$ cat config.mk
export PLATFORM = sky130hd
export DESIGN_NAME = shield_pinmux
export DESIGN_NICKNAME = d
export VERILOG_FILES = /design/src/rtl/shield_pinmux.sv
export SDC_FILE = /design/constraint.sdc
export NUM_CORES = 1
export LEC_CHECK = 0
export CORE_ASPECT_RATIO = 1.5
export CORE_MARGIN = 4
export CORE_UTILIZATION = 28
export DETAILED_ROUTE_END_ITERATION = 8
export REMOVE_ABC_BUFFERS = 1
export SYNTH_ARGS = -nofsm -noshare
export SYNTH_HDL_FRONTEND = slang
export SYNTH_SLANG_ARGS = --single-unit
$ cat constraint.sdc
create_clock -name HCLK -period 2.2 [get_ports HCLK]
set_clock_uncertainty 0.15 [all_clocks]
set_input_delay 0.44 -clock HCLK [delete_from_list [all_inputs] [get_ports HCLK]]
set_output_delay 0.44 -clock HCLK [all_outputs]
set_load 0.02 [all_outputs]
$ cat src/rtl/shield_pinmux.sv
// Shield header pin multiplexer: per-pin function select with a break/settle reconfiguration FSM.
// Optional build macro SHIELD_PINMUX_LOOPBACK_EN adds a LOOPBACK input that turns pads around internally.
module shield_pinmux #(
    parameter int                  NUM_PINS      = 16,
    parameter int                  NUM_FUNCS     = 4,
    parameter int                  BREAK_CYCLES  = 2,
    parameter int                  SETTLE_CYCLES = 2,
    parameter logic [NUM_PINS-1:0] IDLE_LEVEL    = 16'hC000,
    parameter int                  PIN_W         = 4,
    parameter int                  FUNC_W        = 2
) (
    input  logic                          HCLK,
    input  logic                          HRESET,
`ifdef SHIELD_PINMUX_LOOPBACK_EN
    input  logic                          LOOPBACK,
`endif
    input  logic                          CFG_VALID,
    output logic                          CFG_READY,
    input  logic [PIN_W-1:0]              CFG_PIN,
    input  logic [FUNC_W-1:0]             CFG_FUNC,
    output logic                          CFG_ERR,
    output logic                          BUSY,
    output logic [NUM_PINS*FUNC_W-1:0]    CUR_FUNC,
    input  logic [NUM_FUNCS*NUM_PINS-1:0] FUNC_OUT,
    input  logic [NUM_FUNCS*NUM_PINS-1:0] FUNC_OE,
    output logic [NUM_FUNCS*NUM_PINS-1:0] FUNC_IN,
    input  logic [NUM_PINS-1:0]           PAD_IN,
    output logic [NUM_PINS-1:0]           PAD_OUT,
    output logic [NUM_PINS-1:0]           PAD_OE
);

    localparam int MAX_CYC = (BREAK_CYCLES > SETTLE_CYCLES) ? BREAK_CYCLES : SETTLE_CYCLES;
    localparam int CNT_W   = (MAX_CYC > 1) ? $clog2(MAX_CYC) : 1;

    typedef enum logic [1:0] {ST_IDLE, ST_BREAK, ST_SETTLE} state_t;

    state_t              state_q, state_d;
    logic [CNT_W-1:0]    cnt_q, cnt_d;
    logic [PIN_W-1:0]    pin_q, pin_d;
    logic [FUNC_W-1:0]   func_q, func_d;
    logic                err_q, err_d;
    logic [FUNC_W-1:0]   cur_func_q [NUM_PINS];
    logic [FUNC_W-1:0]   cur_func_d [NUM_PINS];
    logic [NUM_PINS-1:0] sync1_q, sync1_d, sync2_q, sync2_d;

    logic                req_ok, req_same, commit;
    logic [FUNC_W-1:0]   req_cur;
    logic                in_break, in_settle;
    logic                oe_kill;
    logic [NUM_PINS-1:0] sync_src;

`ifdef SHIELD_PINMUX_LOOPBACK_EN
    assign oe_kill  = HRESET | LOOPBACK;
    assign sync_src = LOOPBACK ? PAD_OUT : PAD_IN;
`else
    assign oe_kill  = HRESET;
    assign sync_src = PAD_IN;
`endif

    // Request decode; CFG_PIN may be wider than the pin range, so look up by comparison.
    always_comb begin
        req_cur = '0;
        for (int p = 0; p < NUM_PINS; p++) begin
            if (32'(CFG_PIN) == p) req_cur = cur_func_q[p];
        end
        req_ok   = (32'(CFG_PIN) < NUM_PINS) && (32'(CFG_FUNC) < NUM_FUNCS);
        req_same = (CFG_FUNC == req_cur);
    end

    always_ff @(posedge HCLK) begin
        if (HRESET) begin
            state_q <= ST_IDLE;
            cnt_q   <= '0;
            pin_q   <= '0;
            func_q  <= '0;
            err_q   <= 1'b0;
            sync1_q <= IDLE_LEVEL;
            sync2_q <= IDLE_LEVEL;
            for (int p = 0; p < NUM_PINS; p++) cur_func_q[p] <= '0;
        end else begin
            state_q <= state_d;
            cnt_q   <= cnt_d;
            pin_q   <= pin_d;
            func_q  <= func_d;
            err_q   <= err_d;
            sync1_q <= sync1_d;
            sync2_q <= sync2_d;
            for (int p = 0; p < NUM_PINS; p++) cur_func_q[p] <= cur_func_d[p];
        end
    end

    always_comb begin
        state_d = state_q;
        cnt_d   = cnt_q;
        pin_d   = pin_q;
        func_d  = func_q;
        err_d   = 1'b0;
        unique case (state_q)
            ST_IDLE: begin
                if (CFG_VALID) begin
                    if (!req_ok) begin
                        err_d = 1'b1;
                    end else if (!req_same) begin
                        pin_d   = CFG_PIN;
                        func_d  = CFG_FUNC;
                        cnt_d   = CNT_W'(BREAK_CYCLES - 1);
                        state_d = ST_BREAK;
                    end
                end
            end
            ST_BREAK: begin
                if (cnt_q == '0) begin
                    cnt_d   = CNT_W'(SETTLE_CYCLES - 1);
                    state_d = ST_SETTLE;
                end else begin
                    cnt_d = cnt_q - CNT_W'(1);
                end
            end
            ST_SETTLE: begin
                if (cnt_q == '0) state_d = ST_IDLE;
                else             cnt_d   = cnt_q - CNT_W'(1);
            end
            default: state_d = ST_IDLE;
        endcase
    end

    always_comb begin
        CFG_READY = (state_q == ST_IDLE);
        BUSY      = !CFG_READY;
        CFG_ERR   = err_q;
        in_break  = (state_q == ST_BREAK);
        in_settle = (state_q == ST_SETTLE);
        commit    = in_break && (cnt_q == '0);
    end

    always_comb begin
        sync1_d = sync_src;
        sync2_d = sync1_q;
        for (int p = 0; p < NUM_PINS; p++) begin
            cur_func_d[p] = (commit && (32'(pin_q) == p)) ? func_q : cur_func_q[p];
        end
    end

    genvar gi, fi;
    generate
        for (gi = 0; gi < NUM_PINS; gi++) begin : g_pin
            logic mux_out, mux_oe, is_target;

            assign is_target = (32'(pin_q) == gi);

            always_comb begin
                mux_out = 1'b0;
                mux_oe  = 1'b0;
                for (int f = 0; f < NUM_FUNCS; f++) begin
                    if (cur_func_q[gi] == FUNC_W'(f)) begin
                        mux_out = FUNC_OUT[f*NUM_PINS + gi];
                        mux_oe  = FUNC_OE[f*NUM_PINS + gi];
                    end
                end
            end

            assign PAD_OUT[gi]                     = mux_out;
            assign PAD_OE[gi]                      = mux_oe & ~(in_break & is_target) & ~oe_kill;
            assign CUR_FUNC[gi*FUNC_W +: FUNC_W]   = cur_func_q[gi];

            // Unselected functions, and every function while the pin settles, see the idle level.
            for (fi = 0; fi < NUM_FUNCS; fi++) begin : g_func
                assign FUNC_IN[fi*NUM_PINS + gi] =
                    ((cur_func_q[gi] == FUNC_W'(fi)) && !(in_settle && is_target))
                        ? sync2_q[gi] : IDLE_LEVEL[gi];
            end
        end
    endgenerate

endmodule

==> results of run 1 <==
[final cells by class]
| cell class | instances | area share, % |
|---|---|---|
| Clock buffer | 10 | 2.43 |
| Clock inverter | 6 | 1.17 |
| Inverter | 13 | 0.496 |
| Multi-Input combinational cell | 423 | 37.0 |
| Sequential cell | 73 | 15.4 |
| Tap cell | 210 | 2.67 |
| Timing Repair Buffer | 436 | 40.8 |
[Yosys cell counts (all sizes together)]
library cell  instances  area, µm²
a31oi                 3       18.8
o32ai                 1       8.76
conb                  1       3.75
o311a                 1       10.0
and2                  9       56.3
a211oi                6       45.0
a222oi                1       10.0
o21ai                45        225
xnor2                 3       26.3
dfxtp                73       1460
nor2b                34        213
nor3                 16       80.1
nor3b                30        225
mux4                 34        773
a21oi                44        220
a21o                  1       7.51
nand3b                5       37.5
or3                   1       6.26
nand2b               22        140
inv                  13       48.8
o211ai                2       15.0
o2111ai               1       8.76
buf                  25        188
mux2i                13        130
and2b                 1       7.51
nor2                 47        176
clkbuf               51        191
o22ai                 5       31.3
mux2                  2       22.5
o211a                 1       10.0
a211o                 1       8.76
nand4bb               2       22.5
a311oi                1       8.76
o21a                  5       37.5
nand2                55        206
and3                 14       87.6
nand3                 8       40.0
or2                   7       43.8
a31o                  1       8.76
[cell usage in the layout (no fill, tap or decap), types with 4 or more instances in the layout]
master,n
inv_2,6
or2_2,6
dlygate4sd2_1,12
nor2_4,9
nand2_1,49
inv_1,7
nor3b_2,18
clkbuf_16,9
dfxtp_2,18
a21oi_1,38
nor3b_1,9
dfxtp_1,46
nand2b_1,16
and3_4,9
buf_2,33
buf_6,70
buf_12,4
nor2_2,9
a21oi_4,4
nor2b_1,30
nand3_1,5
o21ai_4,6
nand3b_1,5
mux4_2,34
nand2_2,4
nor2_1,29
clkdlybuf4s50_1,151
mux2i_1,12
buf_4,144
o22ai_1,4
nor3_2,8
nand2b_4,4
and3_1,5
and2_4,8
dfxtp_4,9
dlymetal6s2s_1,16
nor3_1,6
o21ai_0,33
[logic make-up (layout without fill, tap and decap cells)]
group,count (synthesis),after routing
muxes,49,49
AOI/OAI and AO/OA,119,119
DFF,73,73
xor gates and xnor gates,3,3
other,1,1
and+or+nand+nor,251,251
buffers and inverters,89,465
[metal layers]
| metal | part of all wire (%) | vias to the layer above | wire length, µm | global-route usage [%] |
|---|---|---|---|---|
| met3 | 5.3 | 34 | 1180 | 3.25 |
| met5 | 0 | - | 0 | 0 |
| met2 | 56 | 189 | 12400 | 40.7 |
| li1 | - | 2780 | - | - |
| met4 | 2.9 | 0 | 651 | 7.41 |
| met1 | 36 | 2821 | 7930 | 23.7 |
[per-stage QoR]
step	std cells	TNS [ns]	util (%)	area (µm²)	worst slack, ns
global route	1171	-12.08	58.2	9850	-0.261
detailed placement	1126	-35.39	50.4	8530	-0.847
CTS	1152	-3.37	53.9	9110	-0.190
global placement	1126	-35.02	50.4	8530	-0.838
finish	1171	-6.51	58.2	9850	-0.218
floorplan	509	-0.814	-	4480	-0.136
[power by group through the flow]
stage	Combinational, mW	Clock [mW]	Sequential [mW]
after CTS	1.14	1.75	1.44
final	1.28	1.73	1.45
after floorplan	0.359	0	1.45
after global placement	1.04	0	1.46
after global routing	1.35	1.81	1.45
after detailed placement	1.06	0	1.46
[what timing repair did]
| item | CTS | global route |
|---|---|---|
| resized for setup | 624 | 189 |
| setup endpoints to repair | 112 | 96 |
| pin swaps | 44 | 44 |
| hold buffers | 0 | 0 |
| gates cloned | 1 | 0 |
| buffers inserted | 15 | 23 |
[state kept, by name, indices dropped and copies added (netlist names)]
register,flops
state_q,2
sync1_q,16
sync2_q,16
cur_func_q,32
cnt_q,1
func_q,2
pin_q,4
[final timing paths]
path / end / startpoint / cells after the start / slack [ns]
setup / recovery: PAD_OE[6] / state_q[1] / 9 / -0.22
hold / removal: sync2_q[15] / sync1_q[15] / 1 / 0.27
setup reg to reg: pin_q[3] / cur_func_q[0][0] / 9 / -0.06
hold reg to reg: sync2_q[15] / sync1_q[15] / 1 / 0.27
==> impl_results.md, run 1 <==
- Combinational Power Share: 28.7%
- Share of layout cells above drive strength 1: between 40% and 50%
- Clock Sinks: 73
- CTS tree: built
- Setup ws final: -0.218 ns
- Clk Latency, worst-skew pair: 0.34 ns
- Min-delay worst type: register to register
- Reg power frac: 32.5%
- Slew HR: approximately two fifths
- Worst path top cell family by delay: buffers and inverters
- Min Hold Slack: around 0.27 ns
- Internal: 3.24 mW
- First-pass GRT wire length: ~33,000 µm
- Half-perimeter wire length after placement: 17,400 µm
- Worst path bufs/invs: 5
- Cell leakage power: 4.14 nW
- ANT cells: 0
- Synthesis warning total: 0
- Status: finished, violations left
- Syn Inst Count: 585
- Initial antenna violation count: 0
- Finish-stage setup viols: 72
- Synth Area in Compound Gates: 13.9%
- H-tree levels: 3
- Slew Viols, Final: 0
- XOR/XNOR Fraction of Synth Area: less than 1%
- Fin. Hold Viols: 0
- Multi-input logic area: 3650 µm²
- RSZ-0062 raised after global routing: yes
- Core ar.: between 15,000 and 20,000 µm²
- Total track usage: 21.4%
- Total chip power: 4.45 mW
- WL final: 22,100 µm
- Post-synthesis adder-cell area fraction: 0%
- Largest family of logic cells by synthesized area: simple AND/OR/NAND/NOR gates
- I/O pin count: 284
- Synth Register Bits: 73
- Largest net degree at the start of global routing: 18
- Actual slew at the worst max-slew pin: 0.877 ns
- Initial core utilization: around 29%
- GRT overflow: 0
- Sw Share: around 27%
- GPL Wtd Cong: 0.866
- CP required: 1.61 ns
- Number of port buffers: 282
- Vias/cell: 4.97
- Worst VDD drop: between 0.0003 and 0.0004 V
- Worst EP arrival: 1.83 ns
- Die Height: 169 µm
- Final nets: roughly 1,100
- Bufs on Longest Clock Path: 2
- Vias post-DR: 5,824
- Synth unique cells: 43
- WL/cell: 18.9 µm
- Final Cycle Share: 110%
- Cell Area, Synth: roughly 4900 µm²
- Number of max-cap violations: 0
- Power Density: 452 nW/µm²
- Critical path type: register to output pin
- Slowest library cell on the worst path: dfxtp_2
- DRT iter0 DRCs: around 150
- Synth Area per Inst: approximately 8.3 µm²
- Crit path launch type: register
- Area Overhead vs Synth: 102%
- CP Max Fanout: 4
- Fin crit period: 2.42 ns
- FF/Latch Area: 1520 µm²
- Mux share of post-synthesis cell area: 19.0%
- DR pass1 iterations: 4
- Die outline width: 116 µm
- Clock transition at path regs: ~0.060 ns
- Antenna Violating Nets Remaining: 0
- Crit-path cells: buf_4 > buf_6 > nand2b_4 > buf_6 > nor2_4 > buf_6 > a21oi_4 > and2_4 > buf_6
- DRC Markers: 0
- Clk root buf: clkbuf_16
- Switching pwr: 1.21 mW
- Vias in the first global route: 6,182
- Simple-gate area share of the yosys netlist: 27.6%
- Die Area: 19,600 µm²
- Clock power frac: between 30% and 40%
- Sequential area share after synthesis: 30.1%
- Fillers: between 1,500 and 2,000
- Crit-path max cell delay: 0.32 ns
- Number of buffers created by CTS: 9
- Failing checks: negative setup slack
- Worst path most repeated cell: buf_6
- Setup crit end kind: output pin
- FP Rows: 58
- FMAX: approximately 410 MHz
Power figures use the tool's default switching activity.
==> inputs of run 2 (changes only) <==
--- a/config.mk
+++ b/config.mk
@@ -10,6 +10,7 @@
 export CORE_UTILIZATION = 28
 export DETAILED_ROUTE_END_ITERATION = 8
 export REMOVE_ABC_BUFFERS = 1
+export SETUP_SLACK_MARGIN = 0.5
 export SYNTH_ARGS = -nofsm -noshare
 export SYNTH_HDL_FRONTEND = slang
 export SYNTH_SLANG_ARGS = --single-unit
==> constraint.sdc (replaced) <==
create_clock -name HCLK -period 2.75 [get_ports HCLK]
set_clock_uncertainty 0.15 [all_clocks]
set_input_delay 0.55 -clock HCLK [delete_from_list [all_inputs] [get_ports HCLK]]
set_output_delay 0.55 -clock HCLK [all_outputs]
set_load 0.02 [all_outputs]
==> run 2 against run 1 <==
  * The run now ends clean
  * Wire length down 0.14%
  * Cell count down 3.8%
  * Sequential share of layout area up 0.41 points
  * Register-to-register slack better by 0.48 ns
  * Non-clock buffer count down 46
  * Worst setup slack better by 0.48 ns
  * Sequential cell count unchanged
  * First-iteration DRC count up 43%
  * Global-route usage about the same
  * Critical path depth unchanged
  * Critical endpoint is now FUNC_IN[47]
==> impl_results.md, run 2 (same netlist as run 1, synthesis figures left out) <==
- Bufs on Longest Clock Path: 2
- Area Overhead vs Synth: 101%
- DRT iter0 DRCs: approximately 210
- Reg-to-Reg Start: cur_func_q[11][0]
- Slew Viols, Final: 0
- CTS tree: built
- Worst EP arrival: 1.79 ns
- Setup crit end kind: output pin
- Clk root buf: clkbuf_16
- WL final: 22,100 µm
- FMAX: 402 MHz
- First-pass GRT wire length: around 33,000 µm
- H-tree levels: 3
- Cell leakage power: between 4 and 5 nW
- Power Density: 359 nW/µm²
- Status: complete, no violations
- Commonest non-fill, non-tap cell in the layout: dlygate4sd2_1
- Worst VDD drop: between 0.0003 and 0.0004 V
- Total track usage: roughly 21%
- Actual slew at the worst max-slew pin: 0.857 ns
- Largest regs: cur_func_q x32, sync1_q x16, sync2_q x16
- CP Max Fanout: 4
- Number of port buffers: around 280
- Finish-stage setup viols: 0
- Share of layout cells above drive strength 1: between 40% and 50%
- DR WL met3: between 1000 and 1500 µm
- Largest net degree at the start of global routing: 28
- Clock Sinks: 73
- GRT overflow: 0
- DR pass1 iterations: 5
- Top reg by flops: cur_func_q
- Most frequent cells in the layout: 102 x dlygate4sd2_1, 101 x buf_4, 90 x buf_6
- CP startpoint: state_q[1]
- Final Cycle Share: 90.5%
- Max reg flops: 32
- Worst slack, placed: -0.362 ns
- CP required: about 2 ns
- Die Height: 169 µm
- Top sig layer: met4
- Number of buffers created by CTS: 9
- Routed length on met1: between 7000 and 8000 µm
- Initial antenna violation count: 2
- Setup_tns: 0 ns
- Crit path launch type: register
- Fin crit period: approximately 2.5 ns
- Min Hold Slack: ~0.26 ns
- Final nets: about 1,100
- Clk Latency, worst-skew pair: 0.35 ns
- Total chip power: 3.50 mW
- Final core occ: 57.7%
- FP Rows: a little under 60
- Vias post-DR: 5,728
- Vias in the first global route: 6,059
- Min-Delay Startpoint: sync1_q[14]
- WL/cell: 19.6 µm
- Die Area: 19,600 µm²
- Min-delay worst type: register to register
- Critical path type: register to output pin
- DRC Markers: 0
- RSZ-0062 raised after global routing: yes
- Clock transition at path regs: 0.06 ns
- Die outline width: 116 µm
- Antenna Violating Nets Remaining: 0
- I/O pin count: about 280
- Vias/cell: 5.08
- Initial core utilization: 28.8%
- Half-perimeter wire length after placement: roughly 17,000 µm
- Fin. Hold Viols: 0
- Slew HR: 42.8%
- Number of max-cap violations: 0
- GPL Wtd Cong: 0.864
- Met2 WL: 12,700 µm
- Setup ws final: 0.260 ns
- Core ar.: 16,900 µm²
-- run 2: cell types whose count changed in the layout (fill, tap and decap cells not counted), moves of 5 or more --
cell and delta:
clkdlybuf4s50_1 -102, buf_6 +20, nor3_2 -5, nor3b_2 +6
dlymetal6s2s_1 +13, nor3_4 +7, nor3b_1 -5, buf_4 -43
dfxtp_4 +7, buf_2 -24, dlygate4sd2_1 +90, dfxtp_1 -7
-- run 2: what timing repair did --
| item | CTS | global route |
|---|---|---|
| cloned | 2 | 0 |
| gates resized for setup | 761 | 235 |
| pin swaps | 35 | 47 |
| hold buffers | 0 | 0 |
| setup endpoints to repair | 131 | 115 |
| setup buffers | 19 | 22 |
-- run 2: cell type report --
class                   count  area [µm²]
fillers                  1485        7150
multi-input cells         423        3810
repair buffers            390        3740
flip-flops and latches     73        1540
well taps                 210         263
clock buffers              10         229
clock inverters             6         114
inverters                  13        48.8
diodes                      2        5.00
-- run 2: per-layer routing --
metal  vias up  global-route usage, %
met4         0                   7.15
met3        36                   3.75
met2       200                   41.0
li1       2700                      -
met1      2792                   23.3
met5         -                      0
-- run 2: worst paths after layout --
| path | to | slack [ns] | depth (start not counted) |
|---|---|---|---|
| worst max-delay path | FUNC_IN[47] | 0.26 | 9 |
| worst min-delay path | sync2_q[14] | 0.26 | 1 |
| worst max register to register | pin_q[1] | 0.42 | 10 |
| worst min register to register | sync2_q[14] | 0.26 | 1 |
-- run 2: stage by stage --
step	instances	area [µm²]
after floorplan	509	4480
after global placement	1066	8080
after detailed placement	1066	8080
after CTS	1103	8800
after global routing	1127	9760
final	1127	9760
-- run 2: power breakdown --
part	total, mW	switching (mW)	leakage, nW	internal [mW]
Combinational	0.978	0.438	3.47	0.541
Sequential	1.16	0.0691	0.618	1.09
Clock	1.36	0.473	0.159	0.889
-- run 2: worst max-delay path, cell delays in order (launching register included) --
cell and delay [ns]:
dfxtp_2 0.33, nor2b_4 0.19, buf_12 0.13, nand3_4 0.12
buf_6 0.16, buf_6 0.11, nor2_4 0.12, nor2_2 0.07
nand3b_1 0.10, buf_6 0.12
==> inputs of run 3 (changes only) <==
--- a/config.mk
+++ b/config.mk
@@ -9,6 +9,7 @@
 export CORE_MARGIN = 4
 export CORE_UTILIZATION = 28
 export DETAILED_ROUTE_END_ITERATION = 8
+export PLACE_DENSITY = 0.62
 export REMOVE_ABC_BUFFERS = 1
 export SETUP_SLACK_MARGIN = 0.5
 export SYNTH_ARGS = -nofsm -noshare
==> run 3 against run 2 <==
  * Clock power fell by 8%
  * Core utilization fell by 1.4 points
  * Worst hold slack got worse by 0.0068 ns
  * Combinational power fell by 2%
  * Critical path depth rose by 1
  * Sequential share of layout area rose by 0.33 points
  * Fmax fell by 3.4%
  * Critical path type unchanged
  * Largest power group unchanged
==> impl_results.md, run 3 (same netlist as run 1, synthesis figures left out) <==
- Crit path launch type: register
- Combinational Power Share: 28.6%
- Fin. Hold Viols: 0
- Most frequent cells in the layout: 106 x buf_4, 88 x dlygate4sd2_1, 80 x buf_6
- Clk root buf: clkbuf_16
- Share of layout cells above drive strength 1: between 40% and 50%
- Final Cycle Share: 93.8%
- Cell leakage power: between 4 and 5 nW
- Area Overhead vs Synth: 95.9%
- Max reg flops: 32
- Vias post-DR: 5,674
- Slew Viols, Final: 0
- Post-Layout Inst Area: 9530 µm²
- Critical path type: register to output pin
- Reg power frac: 34.3%
- ANT cells: 0
- Fin crit period: ~2.6 ns
- Clock transition at path regs: ~0.050 ns
- Worst R2R Setup Slack: 0.41 ns
- Setup crit end kind: output pin
- RSZ-0062 raised after global routing: yes
- GRT overflow: 0
- Power Density: 353 nW/µm²
- Bufs on Longest Clock Path: 2
- WP depth: 10
- I/O pin count: 284
- First-pass GRT wire length: 31,300 µm
- FMAX: 388 MHz
- Worst path most repeated cell: buf_6
- CP Max Fanout: 4
- Total chip power: roughly 3.4 mW
- Dpl cell area: 8150 µm²
- Reg-to-reg critical path endpoint: pin_q[1]
- Antenna Violating Nets Remaining: 0
- DR pass1 iterations: 6
- Status: complete, no violations
- DRC Markers: 0
- Sw Share: between 20% and 30%
- CTS Hold Bufs: 0
- Actual slew at the worst max-slew pin: 0.848 ns
- CP required: 2.05 ns
- Setup_tns: 0 ns
- Crit-path max cell delay: 0.32 ns
- Die Area: 19,600 µm²
- Min-delay worst type: register to register
- WL/cell: ~19 µm
- Vias in the first global route: 5,669
- Number of buffers created by CTS: 9
- Half-perimeter wire length after placement: 16,000 µm
- Vias/cell: 5.01
- WL final: 21,100 µm
- CTS tree: built
- Crit-path cells: buf_4 > buf_6 > nand2b_4 > buf_6 > buf_6 > nor2_4 > buf_6 > a21oi_4 > and2_4 > buf_6
- DP Cell Count: 1,074
- Die outline width: 116 µm
- Worst slack, placed: -0.352 ns
- H-tree levels: 3
- Core ar.: 16,900 µm²
- Worst r2r path cells: 8
- Internal: 2.44 mW
- Switching pwr: 924 µW
- Min Hold Slack: between 0.2 and 0.3 ns
- GPL Wtd Cong: around 0.9
- Slew HR: roughly 43%
- Worst setup path end: PAD_OE[2]
- Setup ws final: 0.171 ns
- Worst path top cell family by delay: buffers and inverters
- CP startpoint: state_q[1]
- Clock power frac: about 37%
- Slowest library cell on the worst path: dfxtp_2
- Initial core utilization: 28.8%
- Worst EP arrival: 1.88 ns
- Die Height: about 170 µm
- Worst VDD drop: 0.000266 V
- Number of port buffers: 282
- Final nets: roughly 1,100
- Reg-to-Reg Start: cur_func_q[12][1]
- Hold path depth: 1
- Total track usage: 20.6%
- Clk Latency, worst-skew pair: 0.33 ns
- Largest net degree at the start of global routing: 28
- Commonest non-fill, non-tap cell in the layout: buf_4
- Final Non-Filler Cells: 1,133
- Final core occ: 56.3%
- Clock Sinks: 73
- Largest regs: cur_func_q x32, sync1_q x16, sync2_q x16
- Initial antenna violation count: 0
- Finish-stage setup viols: 0
- DRT iter0 DRCs: between 100 and 150
- FP Rows: 58
- Worst path bufs/invs: 6
- Number of max-cap violations: 0
- Top reg by flops: cur_func_q
==> run 3: cell types whose count changed in the layout (fill, tap and decap cells not counted), moves of 4 or more <==
cell             before  now
clkdlybuf4s50_1      49   63
dlygate4sd2_1       102   88
buf_6                90   80
buf_2                 9   17
nor3_4                9    2
buf_4               101  106
clkdlybuf4s15_1       1    6
nor3_1                4    9
clkdlybuf4s15_2       1    5
inv_1                 5    9
inv_2                 8    4
nor3b_1               4    8
==> run 3: routing by layer <==
metal  up-vias  track usage, %  share of wire, %
met5         -               0                 0
li1       2698               -                 -
met2       199            38.0                55
met4         0            7.00               2.1
met1      2751            23.0                37
met3        26            4.32               5.8
==> run 3: worst register-to-register path, stage by stage (launching register included) <==
cell and delay [ns]:
dfxtp_1 0.36, buf_4 0.18, mux4_1 0.49, nand3_1 0.10, o211a_2 0.20, mux2i_1 0.25
a31o_1 0.19, buf_6 0.14, mux2i_1 0.19
==> run 3: layout make-up <==
| cell class | instances | area [µm²] |
|---|---|---|
| clock inverters | 3 | 65.1 |
| multi-input cells | 423 | 3610 |
| flip-flops and latches | 73 | 1540 |
| fillers | 1539 | 7380 |
| repair buffers | 399 | 3750 |
| clock buffers | 12 | 246 |
| well taps | 210 | 263 |
| inverters | 13 | 48.8 |
==> run 3: what timing repair did <==
| item | CTS | global route |
|---|---|---|
| setup endpoints to repair | 125 | 132 |
| buffers inserted | 28 | 16 |
| pin swaps | 42 | 31 |
| gates resized for setup | 718 | 182 |
==> run 3: how the worst min path moves through the flow <==
stage	from	to
after floorplan	sync1_q[14]	sync2_q[14]
final	sync1_q[14]	sync2_q[14]
after detailed placement	sync1_q[14]	sync2_q[14]
after global routing	sync1_q[14]	sync2_q[14]
after CTS	sync1_q[14]	sync2_q[14]
after global placement	sync1_q[15]	sync2_q[15]
==> run 3: power groups by stage <==
stage,clock (mW),sequential (mW),combinational (mW)
floorplan,0,1.16,0.287
global placement,0,1.17,0.789
detailed placement,0,1.17,0.796
CTS,1.27,1.16,0.888
global route,1.32,1.16,1.02
finish,1.25,1.15,0.961
